File: config.mk
export PLATFORM = sky130hd
export DESIGN_NAME = serial_word_tx
export DESIGN_NICKNAME = d
export VERILOG_FILES = /design/src/rtl/serial_word_tx_pkg.sv /design/src/rtl/serial_word_tx.sv
export SDC_FILE = /design/constraint.sdc
export NUM_CORES = 1
export LEC_CHECK = 0
export ABC_AREA = 0
export CORE_MARGIN = 4
export CORE_UTILIZATION = 50
export CTS_CLUSTER_SIZE = 25
export DETAILED_ROUTE_END_ITERATION = 8
export PLACE_DENSITY = 0.75
export SLEW_MARGIN = 20
export SYNTH_ARGS = -nofsm -noshare
export SYNTH_HDL_FRONTEND = slang
export SYNTH_SLANG_ARGS = --single-unit
export TNS_END_PERCENT = 5
File: constraint.sdc
create_clock -name clk -period 2.3 [get_ports clk]
set_clock_uncertainty 0.05 [all_clocks]
set_input_delay 0.345 -clock clk [delete_from_list [all_inputs] [get_ports clk]]
set_output_delay 0.345 -clock clk [all_outputs]
set_load 0.1 [all_outputs]
File: src/rtl/serial_word_tx_pkg.sv
// ============================================================================
// Module   : serial_word_tx_pkg
// Brief    : Shared state encodings and default sizing for the serial word link.
// Revision : 1.0 - initial release
// ============================================================================
`default_nettype none
`timescale 1ns/1ps

package serial_word_tx_pkg;

  localparam int c_def_width      = 8;
  localparam int c_def_gap_cycles = 1;

  // Encodings are shared with the matching receiver, so keep them fixed.
  typedef enum logic [1:0] {
    IDLE  = 2'd0,
    SHIFT = 2'd1,
    PAR   = 2'd2,
    GAP   = 2'd3
  } tx_state_t;

endpackage

`default_nettype wire

File: src/rtl/serial_word_tx.sv
// ============================================================================
// Module   : serial_word_tx
// Brief    : Parallel-in, LSB-first serial-out word transmitter with frame
//            markers. Define SERIAL_WORD_TX_PARITY_EN to append an even
//            parity bit to every frame.
// Revision : 1.0 - initial release
// ============================================================================
`default_nettype none
`timescale 1ns/1ps

module serial_word_tx
  import serial_word_tx_pkg::*;
#(
  parameter int WIDTH      = c_def_width,
  parameter int GAP_CYCLES = c_def_gap_cycles
) (
  input  logic             clk,
  input  logic             rstn,
  input  logic [WIDTH-1:0] din,
  input  logic             din_valid,
  output logic             din_ready,
  output logic             x_out,
  output logic             bit_valid,
  output logic             frame_start,
  output logic             frame_end,
  output logic             busy
);

  localparam int            c_cnt_w    = $clog2(WIDTH + 1);
  localparam logic [c_cnt_w-1:0] c_last_bit = c_cnt_w'(WIDTH - 1);
  localparam logic [c_cnt_w-1:0] c_pen_bit  = c_cnt_w'(WIDTH - 2);
  localparam logic [3:0]    c_gap_last = 4'((GAP_CYCLES > 0) ? GAP_CYCLES - 1 : 0);
  localparam bit            c_has_gap  = (GAP_CYCLES > 0);

  tx_state_t            r_state;
  logic [WIDTH-1:0]     r_shreg;
  logic [c_cnt_w-1:0]   r_bit_cnt;
  logic [3:0]           r_gap_cnt;
`ifdef SERIAL_WORD_TX_PARITY_EN
  logic                 r_parity;
`endif

  assign din_ready = (r_state == IDLE);

  always_ff @(posedge clk or negedge rstn) begin
    if (!rstn) begin
      r_state     <= IDLE;
      r_shreg     <= '0;
      r_bit_cnt   <= '0;
      r_gap_cnt   <= '0;
      x_out       <= 1'b0;
      bit_valid   <= 1'b0;
      frame_start <= 1'b0;
      frame_end   <= 1'b0;
      busy        <= 1'b0;
`ifdef SERIAL_WORD_TX_PARITY_EN
      r_parity    <= 1'b0;
`endif
    end else begin
      case (r_state)
        IDLE: begin
          if (din_valid) begin
            // Bit 0 goes straight out; the register keeps the remainder.
            r_state     <= SHIFT;
            r_shreg     <= din >> 1;
            r_bit_cnt   <= '0;
            x_out       <= din[0];
            bit_valid   <= 1'b1;
            frame_start <= 1'b1;
            frame_end   <= 1'b0;
            busy        <= 1'b1;
`ifdef SERIAL_WORD_TX_PARITY_EN
            r_parity    <= ^din;
`endif
          end
        end

        SHIFT: begin
          frame_start <= 1'b0;
          if (r_bit_cnt == c_last_bit) begin
`ifdef SERIAL_WORD_TX_PARITY_EN
            r_state   <= PAR;
            x_out     <= r_parity;
            frame_end <= 1'b1;
`else
            x_out     <= 1'b0;
            bit_valid <= 1'b0;
            frame_end <= 1'b0;
            r_gap_cnt <= '0;
            if (c_has_gap) begin
              r_state <= GAP;
            end else begin
              r_state <= IDLE;
              busy    <= 1'b0;
            end
`endif
          end else begin
            r_bit_cnt <= r_bit_cnt + c_cnt_w'(1);
            x_out     <= r_shreg[0];
            r_shreg   <= r_shreg >> 1;
`ifndef SERIAL_WORD_TX_PARITY_EN
            frame_end <= (r_bit_cnt == c_pen_bit);
`endif
          end
        end

`ifdef SERIAL_WORD_TX_PARITY_EN
        PAR: begin
          x_out     <= 1'b0;
          bit_valid <= 1'b0;
          frame_end <= 1'b0;
          r_gap_cnt <= '0;
          if (c_has_gap) begin
            r_state <= GAP;
          end else begin
            r_state <= IDLE;
            busy    <= 1'b0;
          end
        end
`endif

        GAP: begin
          if (r_gap_cnt == c_gap_last) begin
            r_state <= IDLE;
            busy    <= 1'b0;
          end else begin
            r_gap_cnt <= r_gap_cnt + 4'd1;
          end
        end

        default: begin
          r_state     <= IDLE;
          x_out       <= 1'b0;
          bit_valid   <= 1'b0;
          frame_start <= 1'b0;
          frame_end   <= 1'b0;
          busy        <= 1'b0;
        end
      endcase
    end
  end

endmodule

`default_nettype wire

==> metrics, run 1 <==
crit path kind=register to output port; Num CTS Buffers=3; Slew Viols, Final=0; H-tree depth=1; Fin Hold WS=between 0.3 and 0.4 ns; area share of the largest cell type after synthesis=approximately half; RR Startpoint=r_bit_cnt[1]$_DFFE_PN0P_; post-place setup slack=0.2200 ns; Sw Ratio=44.37%; post-synthesis sequential area ratio=between 40% and 50%; dpl hpwl=approximately 1500 microns; vias=just under 800; clock power share=~15%; Worst R2R Path Depth=4; largest net degree at the start of global routing=23; # port buffers=16; commonest non-fill, non-tap cell in the layout=dfrtp_1; fin crit period=~1.9 ns; leakage power=0.6339 nW; f_max=between 500 and 600 MHz; worst slew pin tran=0.3742 ns; Mapped Cells=96; layout net count=131; peak supply drop=roughly 0.95 mV; Sink Count=22; Synth Area in Simple Gates=roughly an eighth; crit path capture type=output port; status=finished clean; area grow syn2layout=21.12%; CP Launch Type=register; Root Driver=clkbuf_4; Mapped Nets=roughly 110; drc violations=0; multiplexer share of the synthesized area=between 10% and 20%; Skew-Pair Late Insertion Delay=roughly 0.31 ns; Avg WL per Cell=14.14 microns; Final ANT Viol Nets=0; largest family of logic cells by synthesized area=multiplexers; final hold viol count=0; DRT iter0 DRCs=13; Compound-Gate Fraction of Synth Area=around an eighth; DIE AREA=a little over 3000 sq um; worst setup margin=~0.43 ns; Relative slew margins=74.79%; Worst path max stage delay=between 0.5 and 0.6 ns; Seq pwr share=31.8%; Pwr Total=approximately 2.0 mW; row cnt=16; CTS clock-pin slew for the worst setup and hold paths=between 0.1 and 0.15 ns; Antenna diodes=0; grt ovf=0; WP data required=approximately 1.9 ns; post-synth cell types=30; CTS tree=built; total track usage=17.60%; clk buf depth=2; Routed WL=roughly 2000 microns; count of cells resized by post-cts repair=0; CP Cell Sequence=or2_2 -> inv_1 -> buf_12; Internal Power=~1.1 mW; period utilization=81.16%; share of cells above drive strength 1=24.35%; Synth area leaders=dfrtp_1 49%, mux2_2 12%, ha_1 4.5%; Synth Cell Area=1114 sq um; hold_buf cts=0; r2r setup slk=between 0.5 and 0.6 ns; Reg-to-Reg End=r_shreg[3]$_DFFE_PN0P_; Slowest-stage cell, CP=dfrtp_1; CP Max Fanout=11; Die H=roughly 55 microns; Synth Area in Adders=4.494%; area share of xor/xnor cells in the synthesized design=0%; RSZ-0062 raised after global routing=no; IO Count=17; biggest area consumer among synthesized cells=dfrtp_1; P_sw=a little under 0.9 mW; vias in the first global route=844; number of setup buffers added after CTS=0; Gate power share=between 50% and 60%; initial antenna violation count=0; Final Setup Violations=0; vias per std cell=5.500; core area=2042 sq um; setup tns final=0 ns; syn avg cell area=around 12 sq um; Starting Density=a little over half; 1st-pass router iterations=4; PwrDens=between 1000 and 1500 nW/um^2; first-pass GRT wire length=3781 microns; commonest cells after routing, fill and taps aside=22 x dfrtp_1, 12 x mux2_2, 10 x clkdlybuf4s50_1; crit path DAT=~1.5 ns; # Max-Cap Violations=0; Die Span X=approximately 55 microns; GP Congestion=0.8471; HP Class=input pin to async pin; YS warnings=0; synthesis-stage register bit count=22
power groups by stage:
stage	combinational, mW	clock (mW)	sequential, mW
floorplan	0.635	0	0.844
global placement	1.05	0	0.640
detailed placement	1.08	0	0.640
CTS	1.08	0.303	0.633
global route	1.17	0.323	0.659
finish	1.07	0.297	0.639
through the flow:
stage / util, % / instance area [sq um] / cells
2_1_floorplan: - / 1114 / 96
3_3_place_gp: 63.48 / 1296 / 138
3_5_place_dp: 63.48 / 1296 / 138
4_1_cts: 66.05 / 1349 / 142
5_1_grt: 66.05 / 1349 / 142
6_report: 66.05 / 1349 / 142
sequential cells by signal, indices dropped and copies added, names as in the netlist, 2 cells and up:
signal and count:
r_shreg 7, r_gap_cnt 4, r_state 2, r_bit_cnt 4
Yosys cell counts:
| library cell | n |
|---|---|
| o31ai_1 | 1 |
| buf_2 | 1 |
| mux2i_1 | 5 |
| nor2_1 | 1 |
| nand2b_1 | 1 |
| nand3b_1 | 2 |
| inv_1 | 7 |
| o2bb2ai_1 | 1 |
| mux2_2 | 12 |
| ha_1 | 4 |
| or3_1 | 1 |
| o21ai_4 | 1 |
| o22ai_1 | 2 |
| nor3b_1 | 3 |
| buf_4 | 1 |
| dfrtp_1 | 22 |
| o211ai_1 | 3 |
| or3b_4 | 1 |
| and3b_1 | 1 |
| nand2_1 | 4 |
| a22oi_1 | 1 |
| a21oi_1 | 1 |
| or2_2 | 2 |
| o22a_1 | 1 |
| nor2b_1 | 1 |
| nand4b_1 | 1 |
| nand3_1 | 6 |
| buf_6 | 1 |
| o21ai_0 | 7 |
| a21o_1 | 1 |
routing by layer:
| layer | global-route usage [%] | wire length [microns] | vias to the layer above | share of wire [%] |
|---|---|---|---|---|
| li1 | - | - | 384 | - |
| met1 | 21.71 | 904 | 374 | 45 |
| met2 | 28.74 | 957 | 21 | 48 |
| met3 | 6.434 | 127 | 2 | 6.3 |
| met4 | 5.263 | 19 | 0 | 0.95 |
| met5 | 0 | 0 | - | 0 |
worst max-delay path by stage:
stage	from	end	slack (ns)
after CTS	r_state[0]$_DFFE_PN0P_	din_ready	0.43
final	r_state[0]$_DFFE_PN0P_	din_ready	0.43
after floorplan	r_state[0]$_DFFE_PN0P_	din_ready	0.51
after global placement	din_valid	r_shreg[4]$_DFFE_PN0P_	0.26
after detailed placement	din_valid	r_shreg[3]$_DFFE_PN0P_	0.22
after global routing	r_state[0]$_DFFE_PN0P_	din_ready	0.35
cell type report:
| type | count | area, sq um |
|---|---|---|
| flip-flops and latches | 22 | 550.5 |
| fillers | 172 | 693.2 |
| clock inverters | 1 | 30.03 |
| well taps | 27 | 33.78 |
| repair buffers | 18 | 172.7 |
| clock buffers | 3 | 22.52 |
| inverters | 7 | 26.28 |
| multi-input cells | 64 | 513.0 |
kinds of logic after synthesis:
group | count (synthesis)
AND/OR/NAND/NOR | 24
buffers and inverters | 10
flip-flops | 22
multiplexers | 17
AO/OA/AOI/OAI | 19
adder cells (fa/ha/maj) | 4
worst max-delay path: cells and delay by family, from the launching register on:
family,cells,cell delay [ns]
flops,1,0.51
simple gates,1,0.36
buf+inv,2,0.29
No activity file was read; power rests on OpenSTA's default activity.
==> run 2, diff against run 1 <==
==> constraint.sdc (replaced) <==
create_clock -name clk -period 1.9 [get_ports clk]
set_clock_uncertainty 0.05 [all_clocks]
set_input_delay 0.285 -clock clk [delete_from_list [all_inputs] [get_ports clk]]
set_output_delay 0.285 -clock clk [all_outputs]
set_load 0.1 [all_outputs]
==> run 2 against run 1 <==
  * Worst setup slack got worse by 0.34 ns
  * Die area stayed put
  * Wire length grew 2.2%
  * Utilization down 0.43 points
  * Highest routed layer unchanged
==> metrics, run 2 (synthesized netlist as in run 1, its figures left out) <==
status=finished clean; dpl hpwl=around 1500 microns; worst slew pin tran=roughly 0.41 ns; Die H=roughly 55 microns; Final ANT Viol Nets=0; total track usage=16.89%; Relative slew margins=72.10%; Slew Viols, Final=0; Starting Density=a little over half; GP Congestion=about 0.75; Biggest register=r_shreg; Root Driver=clkbuf_4; row cnt=16; core area=2042 sq um; grt ovf=0; Pwr Total=between 2 and 2.5 mW; Post-DP Area=between 1000 and 1500 sq um; layout net count=132; CP Max Fanout=11; Final Util=about two thirds; # port buffers=16; post-place setup slack=about 0.015 ns; first-pass GRT wire length=3567 microns; HP Class=input pin to async pin; # Max-Cap Violations=0; Worst path top cell family by delay=flip-flops; DIE AREA=slightly above 3000 sq um; Fill cells=around 180; Avg WL per Cell=14.35 microns; fin crit period=between 1.5 and 2 ns; crit path capture type=output port; worst setup margin=between 0.08 and 0.09 ns; final hold viol count=0; CTS clock-pin slew for the worst setup and hold paths=about 0.12 ns; initial antenna violation count=0; largest net degree at the start of global routing=23; area grow syn2layout=20.34%; vias=around 800; count of cells resized by post-cts repair=0; f_max=around 550 MHz; WP data required=between 1.5 and 2 ns; share of cells above drive strength 1=about a quarter; Seq. cell area=between 500 and 600 sq um; CP Cell Sequence=or2_2 -> inv_1 -> buf_12; Worst path max stage delay=0.50 ns; leakage power=roughly 0.63 nW; RSZ-0062 raised after global routing=no; commonest non-fill, non-tap cell in the layout=dfrtp_1; vias per std cell=around 5.5; Routed WL=2052 microns; Die Span X=between 50 and 60 microns; hold_buf cts=0; biggest regs=r_shreg: 7 flops, r_bit_cnt: 4 flops, r_gap_cnt: 4 flops; 1st-pass router iterations=4; peak supply drop=approximately 1.2 mV; CP Launch Type=register; number of setup buffers added after CTS=0; post-route cell area=1340 sq um; DRT iter0 DRCs=13; period utilization=roughly 95%; Antenna diodes=0; WP buf/inv=2; Skew-Pair Late Insertion Delay=about 0.32 ns; clk buf depth=2; commonest cells after routing, fill and taps aside=22 x dfrtp_1, 12 x mux2_2, 10 x clkdlybuf4s50_1; vias in the first global route=between 700 and 800; CTS tree=built; crit path kind=register to output port; multi-input logic area=513.0 sq um; Final Setup Violations=0; crit path DAT=1.48 ns; H-tree depth=1; drc violations=0; IO Count=17; PwrDens=between 1500 and 2000 nW/um^2; Slowest-stage cell, CP=dfrtp_1; Sink Count=22; Num CTS Buffers=3; Largest register FFs=7; setup tns final=0 ns
run 2: changes by cell type in the layout (fill, tap and decap cells not counted):
cell / delta
buf_4: +1
bufinv_16: -1
clkbuf_8: +1
run 2: path summary, 6_finish.rpt:
| check | from | end | slack [ns] | cells past startpoint |
|---|---|---|---|---|
| min reg2reg | frame_start$_DFFE_PN0P_ | frame_start$_DFFE_PN0P_ | 0.45 | 1 |
| min | rstn | r_gap_cnt[3]$_DFFE_PN0P_ | 0.25 | 2 |
| max reg2reg | r_bit_cnt[1]$_DFFE_PN0P_ | r_shreg[3]$_DFFE_PN0P_ | 0.16 | 4 |
| max | r_state[0]$_DFFE_PN0P_ | din_ready | 0.09 | 3 |
| min in group clk | frame_start$_DFFE_PN0P_ | frame_start$_DFFE_PN0P_ | 0.45 | 1 |
| max in group asynchronous | rstn | r_shreg[2]$_DFFE_PN0P_ | 1.32 | 2 |
run 2: per-layer routing:
metal	track usage, %	vias to the layer above	routed length, microns
met5	0	-	0
met4	7.287	0	42
met3	3.217	5	50
met2	26.77	12	961
met1	22.45	388	998
li1	-	387	-
run 2: power by group:
group	internal, mW	leakage [nW]	switching (mW)	total (mW)
registers	0.630	0.284	0.142	0.772
logic	0.510	0.327	0.784	1.29
clock network	0.117	0.0210	0.145	0.263
run 2: final cells by class:
| class | instances | area share [%] |
|---|---|---|
| inverter | 7 | 1.961 |
| sequential | 22 | 41.08 |
| clock buffer | 4 | 2.708 |
| timing repair buffer | 19 | 13.45 |
| tap | 27 | 2.521 |
| multi-input combinational | 64 | 38.28 |
run 2: metrics by stage:
| stage | hold slack [ns] | cells |
|---|---|---|
| after floorplan | -0.06059 | 96 |
| after global placement | 0.4144 | 139 |
| after detailed placement | 0.4251 | 139 |
| after CTS | 0.2570 | 143 |
| after global routing | 0.2546 | 143 |
| final | 0.2510 | 143 |
